$ cat src/rtl/block_pkg.sv
// Purpose : shared screen geometry, cell size, colour constants and FSM encoding.
// Latency : n/a (declarations only).
// Backpressure: n/a.
package block_pkg;

  localparam int SCREEN_W = 160;
  localparam int SCREEN_H = 120;
  localparam int BOX_SIZE = 4;

  localparam logic [2:0] BLACK = 3'b000;

  typedef enum logic [1:0] {
    IDLE = 2'd0,
    DRAW = 2'd1,
    DONE = 2'd2
  } state_t;

  // True when a widened pixel coordinate lands inside the visible area.
  function automatic logic on_screen(input logic [8:0] px, input logic [7:0] py,
                                     input int w, input int h);
    return (int'(px) < w) && (int'(py) < h);
  endfunction

endpackage

$ cat src/rtl/span_counter.sv
// Purpose : column/row offset counter walking one span row-major.
// Latency : offsets advance on the clock edge where en is high; next values are combinational.
// Backpressure: none; advances only when en is asserted, clear has priority over en.
//
// Ports:
//   clk, reset      clock, synchronous active-low reset
//   clear, en       zero both offsets / advance one pixel
//   col_limit       last column offset of the span (BOX_SIZE*cells-1)
//   col_nxt/row_nxt offsets the counter will hold after the next enabled edge
//   last            current offsets are the final pixel of the span
module span_counter
  import block_pkg::*;
#(
  parameter int BOX_SIZE = block_pkg::BOX_SIZE,
  parameter int COL_W    = 4,
  parameter int ROW_W    = 2
) (
  input  logic             clk,
  input  logic             reset,
  input  logic             clear,
  input  logic             en,
  input  logic [COL_W-1:0] col_limit,
  output logic [COL_W-1:0] col_nxt,
  output logic [ROW_W-1:0] row_nxt,
  output logic             last
);

  logic [COL_W-1:0] col;
  logic [ROW_W-1:0] row;
  logic             col_wrap;

  assign col_wrap = (col == col_limit);
  assign last     = col_wrap && (row == ROW_W'(BOX_SIZE - 1));

  always_comb begin
    col_nxt = col + COL_W'(1);
    row_nxt = row;
    if (col_wrap) begin
      col_nxt = '0;
      row_nxt = row + ROW_W'(1);
    end
  end

  always_ff @(posedge clk) begin
    if (!reset || clear) begin
      col <= '0;
      row <= '0;
    end else if (en) begin
      col <= col_nxt;
      row <= row_nxt;
    end
  end

endmodule

$ cat src/rtl/draw_span.sv
// Purpose : draws a horizontal span of 1..MAX_CELLS square cells, one pixel per cycle.
// Latency : first pixel registered on the edge that samples start; done one cycle after last pixel.
// Backpressure: none; start is ignored while busy (no queuing).
//
// Ports:
//   clk, reset                    clock, synchronous active-low reset
//   start, x_in, y_in,            span request and its top-left corner, colour and
//   colour_in, cells_in           cell count (0 -> 1, >MAX_CELLS -> MAX_CELLS)
//   busy, done                    span in progress / one-cycle completion pulse
//   vga_x, vga_y, vga_colour, plot registered pixel stream to the VGA adapter
module draw_span
  import block_pkg::*;
#(
  parameter int BOX_SIZE  = block_pkg::BOX_SIZE,
  parameter int MAX_CELLS = 4,
  parameter int SCREEN_W  = block_pkg::SCREEN_W,
  parameter int SCREEN_H  = block_pkg::SCREEN_H
) (
  input  logic       clk,
  input  logic       reset,
  input  logic       start,
  input  logic [7:0] x_in,
  input  logic [6:0] y_in,
  input  logic [2:0] colour_in,
  input  logic [2:0] cells_in,
  output logic       busy,
  output logic       done,
  output logic [7:0] vga_x,
  output logic [6:0] vga_y,
  output logic [2:0] vga_colour,
  output logic       plot
);

  localparam int COL_W = (BOX_SIZE * MAX_CELLS > 1) ? $clog2(BOX_SIZE * MAX_CELLS) : 1;
  localparam int ROW_W = (BOX_SIZE > 1) ? $clog2(BOX_SIZE) : 1;

  state_t           state, state_nxt;
  logic [7:0]       x_q;
  logic [6:0]       y_q;
  logic [2:0]       colour_q;
  logic [2:0]       cells_q;
  logic [2:0]       cells_clamped;
  logic [COL_W-1:0] col_limit;
  logic [COL_W-1:0] col_nxt;
  logic [ROW_W-1:0] row_nxt;
  logic             last;
  logic             cnt_clear;
  logic             cnt_en;
  logic             pix_vld;
  logic [8:0]       px;
  logic [7:0]       py;
  logic [2:0]       pcolour;

  always_comb begin
    cells_clamped = cells_in;
    if (cells_in == 3'd0) begin
      cells_clamped = 3'd1;
    end else if (int'(cells_in) > MAX_CELLS) begin
      cells_clamped = 3'(MAX_CELLS);
    end
  end

  // cells_q is always 1..MAX_CELLS, so the limit never underflows.
  assign col_limit = COL_W'(int'(cells_q) * BOX_SIZE - 1);

  span_counter #(
    .BOX_SIZE (BOX_SIZE),
    .COL_W    (COL_W),
    .ROW_W    (ROW_W)
  ) u_span_counter (
    .clk       (clk),
    .reset     (reset),
    .clear     (cnt_clear),
    .en        (cnt_en),
    .col_limit (col_limit),
    .col_nxt   (col_nxt),
    .row_nxt   (row_nxt),
    .last      (last)
  );

  // The output registers always load the pixel the counter is about to hold,
  // so the (0,0) pixel is taken straight from the request inputs in IDLE.
  always_comb begin
    state_nxt = state;
    cnt_clear = 1'b0;
    cnt_en    = 1'b0;
    pix_vld   = 1'b0;
    px        = {1'b0, x_q} + 9'(col_nxt);
    py        = {1'b0, y_q} + 8'(row_nxt);
    pcolour   = colour_q;
    case (state)
      IDLE: begin
        cnt_clear = 1'b1;
        if (start) begin
          state_nxt = DRAW;
          pix_vld   = 1'b1;
          px        = {1'b0, x_in};
          py        = {1'b0, y_in};
          pcolour   = colour_in;
        end
      end
      DRAW: begin
        if (last) begin
          state_nxt = DONE;
        end else begin
          cnt_en  = 1'b1;
          pix_vld = 1'b1;
        end
      end
      DONE: begin
        state_nxt = IDLE;
        cnt_clear = 1'b1;
      end
      default: begin
        state_nxt = IDLE;
        cnt_clear = 1'b1;
      end
    endcase
  end

  always_ff @(posedge clk) begin
    if (!reset) begin
      state      <= IDLE;
      x_q        <= '0;
      y_q        <= '0;
      colour_q   <= BLACK;
      cells_q    <= 3'd1;
      plot       <= 1'b0;
      vga_x      <= '0;
      vga_y      <= '0;
      vga_colour <= BLACK;
    end else begin
      state <= state_nxt;
      if (state == IDLE && start) begin
        x_q      <= x_in;
        y_q      <= y_in;
        colour_q <= colour_in;
        cells_q  <= cells_clamped;
      end
      // Off-screen pixels still take their cycle but never assert plot.
      plot <= pix_vld && on_screen(px, py, SCREEN_W, SCREEN_H);
      if (pix_vld) begin
        vga_x      <= px[7:0];
        vga_y      <= py[6:0];
        vga_colour <= pcolour;
      end
    end
  end

  assign busy = (state != IDLE);
  assign done = (state == DONE);

endmodule

$ cat config.mk
export PLATFORM = sky130hd
export DESIGN_NAME = draw_span
export DESIGN_NICKNAME = d
export VERILOG_FILES = /design/src/rtl/block_pkg.sv /design/src/rtl/span_counter.sv /design/src/rtl/draw_span.sv
export SDC_FILE = /design/constraint.sdc
export NUM_CORES = 1
export LEC_CHECK = 0
export ABC_AREA = 1
export CAP_MARGIN = 20
export CORE_MARGIN = 2
export CORE_UTILIZATION = 56
export DETAILED_ROUTE_END_ITERATION = 8
export PLACE_DENSITY = 0.92
export SETUP_SLACK_MARGIN = 0.1
export SKIP_CTS_REPAIR_TIMING = 1
export SLEW_MARGIN = 40
export SYNTH_ARGS = -nofsm -noshare
export SYNTH_HDL_FRONTEND = slang
export SYNTH_SLANG_ARGS = --single-unit
export TNS_END_PERCENT = 30
$ cat constraint.sdc
create_clock -name clk -period 3.7 [get_ports clk]
set_input_delay 0.74 -clock clk [delete_from_list [all_inputs] [get_ports clk]]
set_output_delay 0.74 -clock clk [all_outputs]
set_load 0.01 [all_outputs]
==> results.md <==
Critical path:
- The worst setup path is launched from a flip-flop.
- The number of cells on the worst reg-to-reg path is 18.
- The delay contributed by the slowest stage of the critical path is 460 ps.
- The largest individual stage delay along the critical path comes from the cell dfxtp_1.
- The critical path class is reg2reg.
- The startpoint identified for the worst register-to-register timing path is u_span_counter.col[3]$_SDFFE_PP0P_.
- In this run the register-to-register setup slack is 920 ps.
- Walking the worst path, the cells encountered are nand2_1 > nand3_1 > nand2_2 > nand2_1 > inv_1 > nor2_1 > ha_1 > inv_1 > fa_1 > inv_1 > nand3_1 > nand2_1 > nand2_1 > nand2_1 > nand3_1 > nor2_1 > nor2_1 > nor2_1.
- The cell type with the highest occurrence count on the critical path is nand2_1.
- The required time reported for the critical path endpoint is 3950 ps.
- In this run the critical register-to-register path is captured at plot$_SDFF_PN0_.
- Of all nets on the critical path, the largest fanout is 5.
- The critical path capture point type is a flip-flop.
- STA puts the critical path data arrival time at 3030 ps.
- The start point of the critical path is u_span_counter.col[3]$_SDFFE_PP0P_.

STA:
- The total negative slack for setup checks is 0 ps.
- The clock period minus worst slack is 2778 ps.
- The tightest hold margin is 470.3 ps.
- The achievable clock frequency is 360.0 MHz.
- Across the routed clock network, the largest skew measured is 7.686 ps.
- The final number of hold-violating endpoints is 0.
- The total count of max-transition violations in the final report is 0.
- The worst pin sits at a relative slew slack of 70.15%.
- The transition time at the pin with the least slew margin is 446.2 ps.
- Setup violations remaining at the end of the flow were counted as 0.
- The worst path uses 75.08% of the clock period.
- Setup repair after global routing left no endpoint under its margin.

Yosys:
- The post-synthesis sequential element count is 47.
- Counting flops with a built-in enable in the synthesized netlist gives 0.
- Synthesis instantiated 31 different standard cells from the library.
- The sequential share of the synthesized area is 38.98%.
- Yosys attributes the largest share of cell area to dfxtp_1 (39%), nand2_1 (14%), nor2_1 (8.1%), a21oi_1 (6.8%), inv_1 (5.1%).
- Of the post-synthesis cell area, the part taken by muxes is 1.244%.
- For this run, the number of Yosys warnings is 0.
- The area share of xor/xnor cells in the synthesized design is 0.7258%.
- The cell area that synthesis handed to floorplanning was 2414 µm².
- The fraction of registers with async set/reset is 0%.
- The number of nets handed over by synthesis was 382.
- In the synthesized netlist the dominant register cell turns out to be dfxtp_1.
- Of the total synthesized cell area, the portion taken by full adders, half adders and majority gates is 5.806%.
- By count the netlist is led by nand2_1 (90), nor2_1 (52), dfxtp_1 (47).
- The post-synthesis share of cell area spent on and, or, nand and nor gates is 30.95%.
- After technology mapping, the gate count stands at 348.
- The dominant cell type by area after synthesis is dfxtp_1.
- The average instance in the mapped netlist occupies 6.936 µm².
- Summing the areas of all compound-gate instances in the mapped netlist gives 12.96% of the synthesized area.
- By instance count, the leading cell after synthesis is nand2_1.
- The largest family of logic cells by synthesized area is simple AND/OR/NAND/NOR gates.
- The area fraction of the dominant cell type after synthesis is 38.98%.

Die:
- The count of pins on the block boundary is 45.
- The floorplan die height is 69.65 µm.
- Once the floorplan was initialized, standard cells occupied 59.06% of the core.
- The floorplan step defined a die boundary enclosing 4851 µm².
- After floorplanning, the core was sized to cover 4086 µm².
- The placement row count is 23.
- The horizontal die dimension is 69.65 µm.

Clock tree:
- In this run the number of H-tree levels came out at 2.
- The CTS sink count is 47.
- The worst-skew pair later-pin latency is 310 ps.
- The clock-pin transition on the worst setup and hold timing paths is 90 ps.
- The number of buffers added by the clock tree synthesis step is 5.
- TritonCTS built the clock tree.
- The tree is rooted in a clkbuf_8.
- The number of buffers between clock root and the deepest sink is 2.

Pwr:
- Overall power consumption after layout is estimated at 1.161 mW.
- Dividing total power by cell area gives a power density of 391.2 nW/µm².
- IR analysis of the VDD net gives a maximum drop of 0.2844 mV.
- The leakage power figure is 1.334 nW.

Job:
- The reported max-cap violation count is 0.

Routing:
- The detailed-route DRC error count is 0.
- For this block, the via count after detailed routing is 2,388.
- The number of optimization iterations in the first detailed-route pass is 4.
- After detailed routing, the number of vias per cell comes to 5.415.
- The post-route antenna net violation count is 0.
- The detailed router's first-iteration violation count is 193.
- The detailed-route wire length per cell is 13.58 µm.
- The total wirelength of the detailed-routed design is 5.989 mm.

Layout:
- The antenna diode count is 0.
- The area added between synthesis and finish is 22.91%.
- The layout cell share with drive strength beyond 1 is 6.138%.
- After filler insertion, the fill cell instance count of the layout stands at 335.
- For this run, the share of the core covered by cells in the final layout is 72.60%.
- In the final design database the tool counted 424 nets.
- The count of cells in the finished layout, fillers not included, comes to 441.

Hold path:
- The worst hold path was traced through 2 stages.
- The worst hold path belongs to the class reg2reg.
- The end point of the most critical hold path is vga_y[5]$_SDFFE_PN0P_.
- The worst hold path begins at vga_y[5]$_SDFFE_PN0P_.

Placement:
- After detailed placement, the design holds a cell count of 433.
- The number of buffer cells added on primary ports is 44.
- The placer's final routability congestion estimate is 0.8398.
- The final HPWL from detailed placement is 4.331 mm.

Run status:
- The run finished with clean final reports.

Global routing:
- The aggregate global routing overflow is 0.
- The wire length of the first global-routing pass is 10.26 mm.
- The global router's overall resource usage is 25.81%.
- The number of antenna violations at the first check in global routing came to 0.
- The via count of the first global-routing pass is 2,380.
- Entering global routing, the biggest net connects 22 pins.
per-stage QoR:
stage / cell area (µm²) / worst slack (ps)
after CTS: 2967 / 988.3
final: 2967 / 921.9
after detailed placement: 2854 / 1049
after floorplan: 2414 / 1472
after global routing: 2967 / 653.2
after global placement: 2854 / 1148
area by class of cell:
| class | count | area (µm²) | share of cell area, % |
|---|---|---|---|
| Multi-Input combinational cell | 252 | 1247 | 42.05 |
| Clock buffer | 5 | 68.82 | 2.320 |
| Inverter | 37 | 140.1 | 4.724 |
| Sequential cell | 47 | 940.9 | 31.72 |
| Tap cell | 50 | 62.56 | 2.109 |
| Timing Repair Buffer | 47 | 462.9 | 15.61 |
| Clock inverter | 3 | 43.79 | 1.476 |
cell families (layout without fill, tap and decap cells):
logic type               Yosys count  after routing
AND/OR/NAND/NOR                  177            177
buffers and inverters             49             92
multiplexers                       3              3
flip-flops                        47             47
AO/OA/AOI/OAI                     60             60
XOR/XNOR                           2              2
adder cells (fa/ha/maj)           10             10
state kept, by name (all words and copies together) (netlist names):
| name | cells |
|---|---|
| cells_q | 2 |
| colour_q | 3 |
| plot | 1 |
| state | 2 |
| u_span_counter.col | 4 |
| u_span_counter.row | 2 |
| vga_colour | 3 |
| vga_x | 8 |
| vga_y | 7 |
| x_q | 8 |
| y_q | 7 |
routing by layer:
layer	share of wire (%)	vias to the layer above	GRT usage, %
met5	0	-	0
met4	2.8	0	11.75
met3	6.9	17	6.105
met2	49	87	45.19
met1	41	1093	29.71
li1	-	1191	-
where the power goes:
group	internal, mW	leakage, nW	switching (mW)
clock network	0.201	0.0581	0.179
logic	0.0992	0.890	0.119
registers	0.540	0.386	0.0221
cell usage in the layout, fill, tap and decap left out, types with 3 or more instances in the layout:
cell type	n
a21boi_0	3
clkdlybuf4s50_1	44
a21oi_1	33
clkbuf_8	5
nor2_1	52
nand3_1	23
ha_1	8
o21ai_1	8
buf_4	3
o21ai_0	14
dfxtp_1	47
mux2i_1	3
inv_1	33
nand2_2	3
nand2_1	90
inv_2	3
worst max-delay path, delay by kind of cell (launching register included):
family	cells	cell delay [ps]
adders and majority gates	2	610
buffers and inverters	3	270
DFF	1	460
and+or+nand+nor	13	1370
how the worst max path moves through the flow:
stage	endpoint	depth (start not counted)
after floorplan	plot$_SDFF_PN0_	18
after global placement	plot$_SDFF_PN0_	8
after detailed placement	plot$_SDFF_PN0_	18
after CTS	plot$_SDFF_PN0_	18
after global routing	plot$_SDFF_PN0_	18
final	plot$_SDFF_PN0_	18
Note: power is estimated with default switching activity, not from simulation.
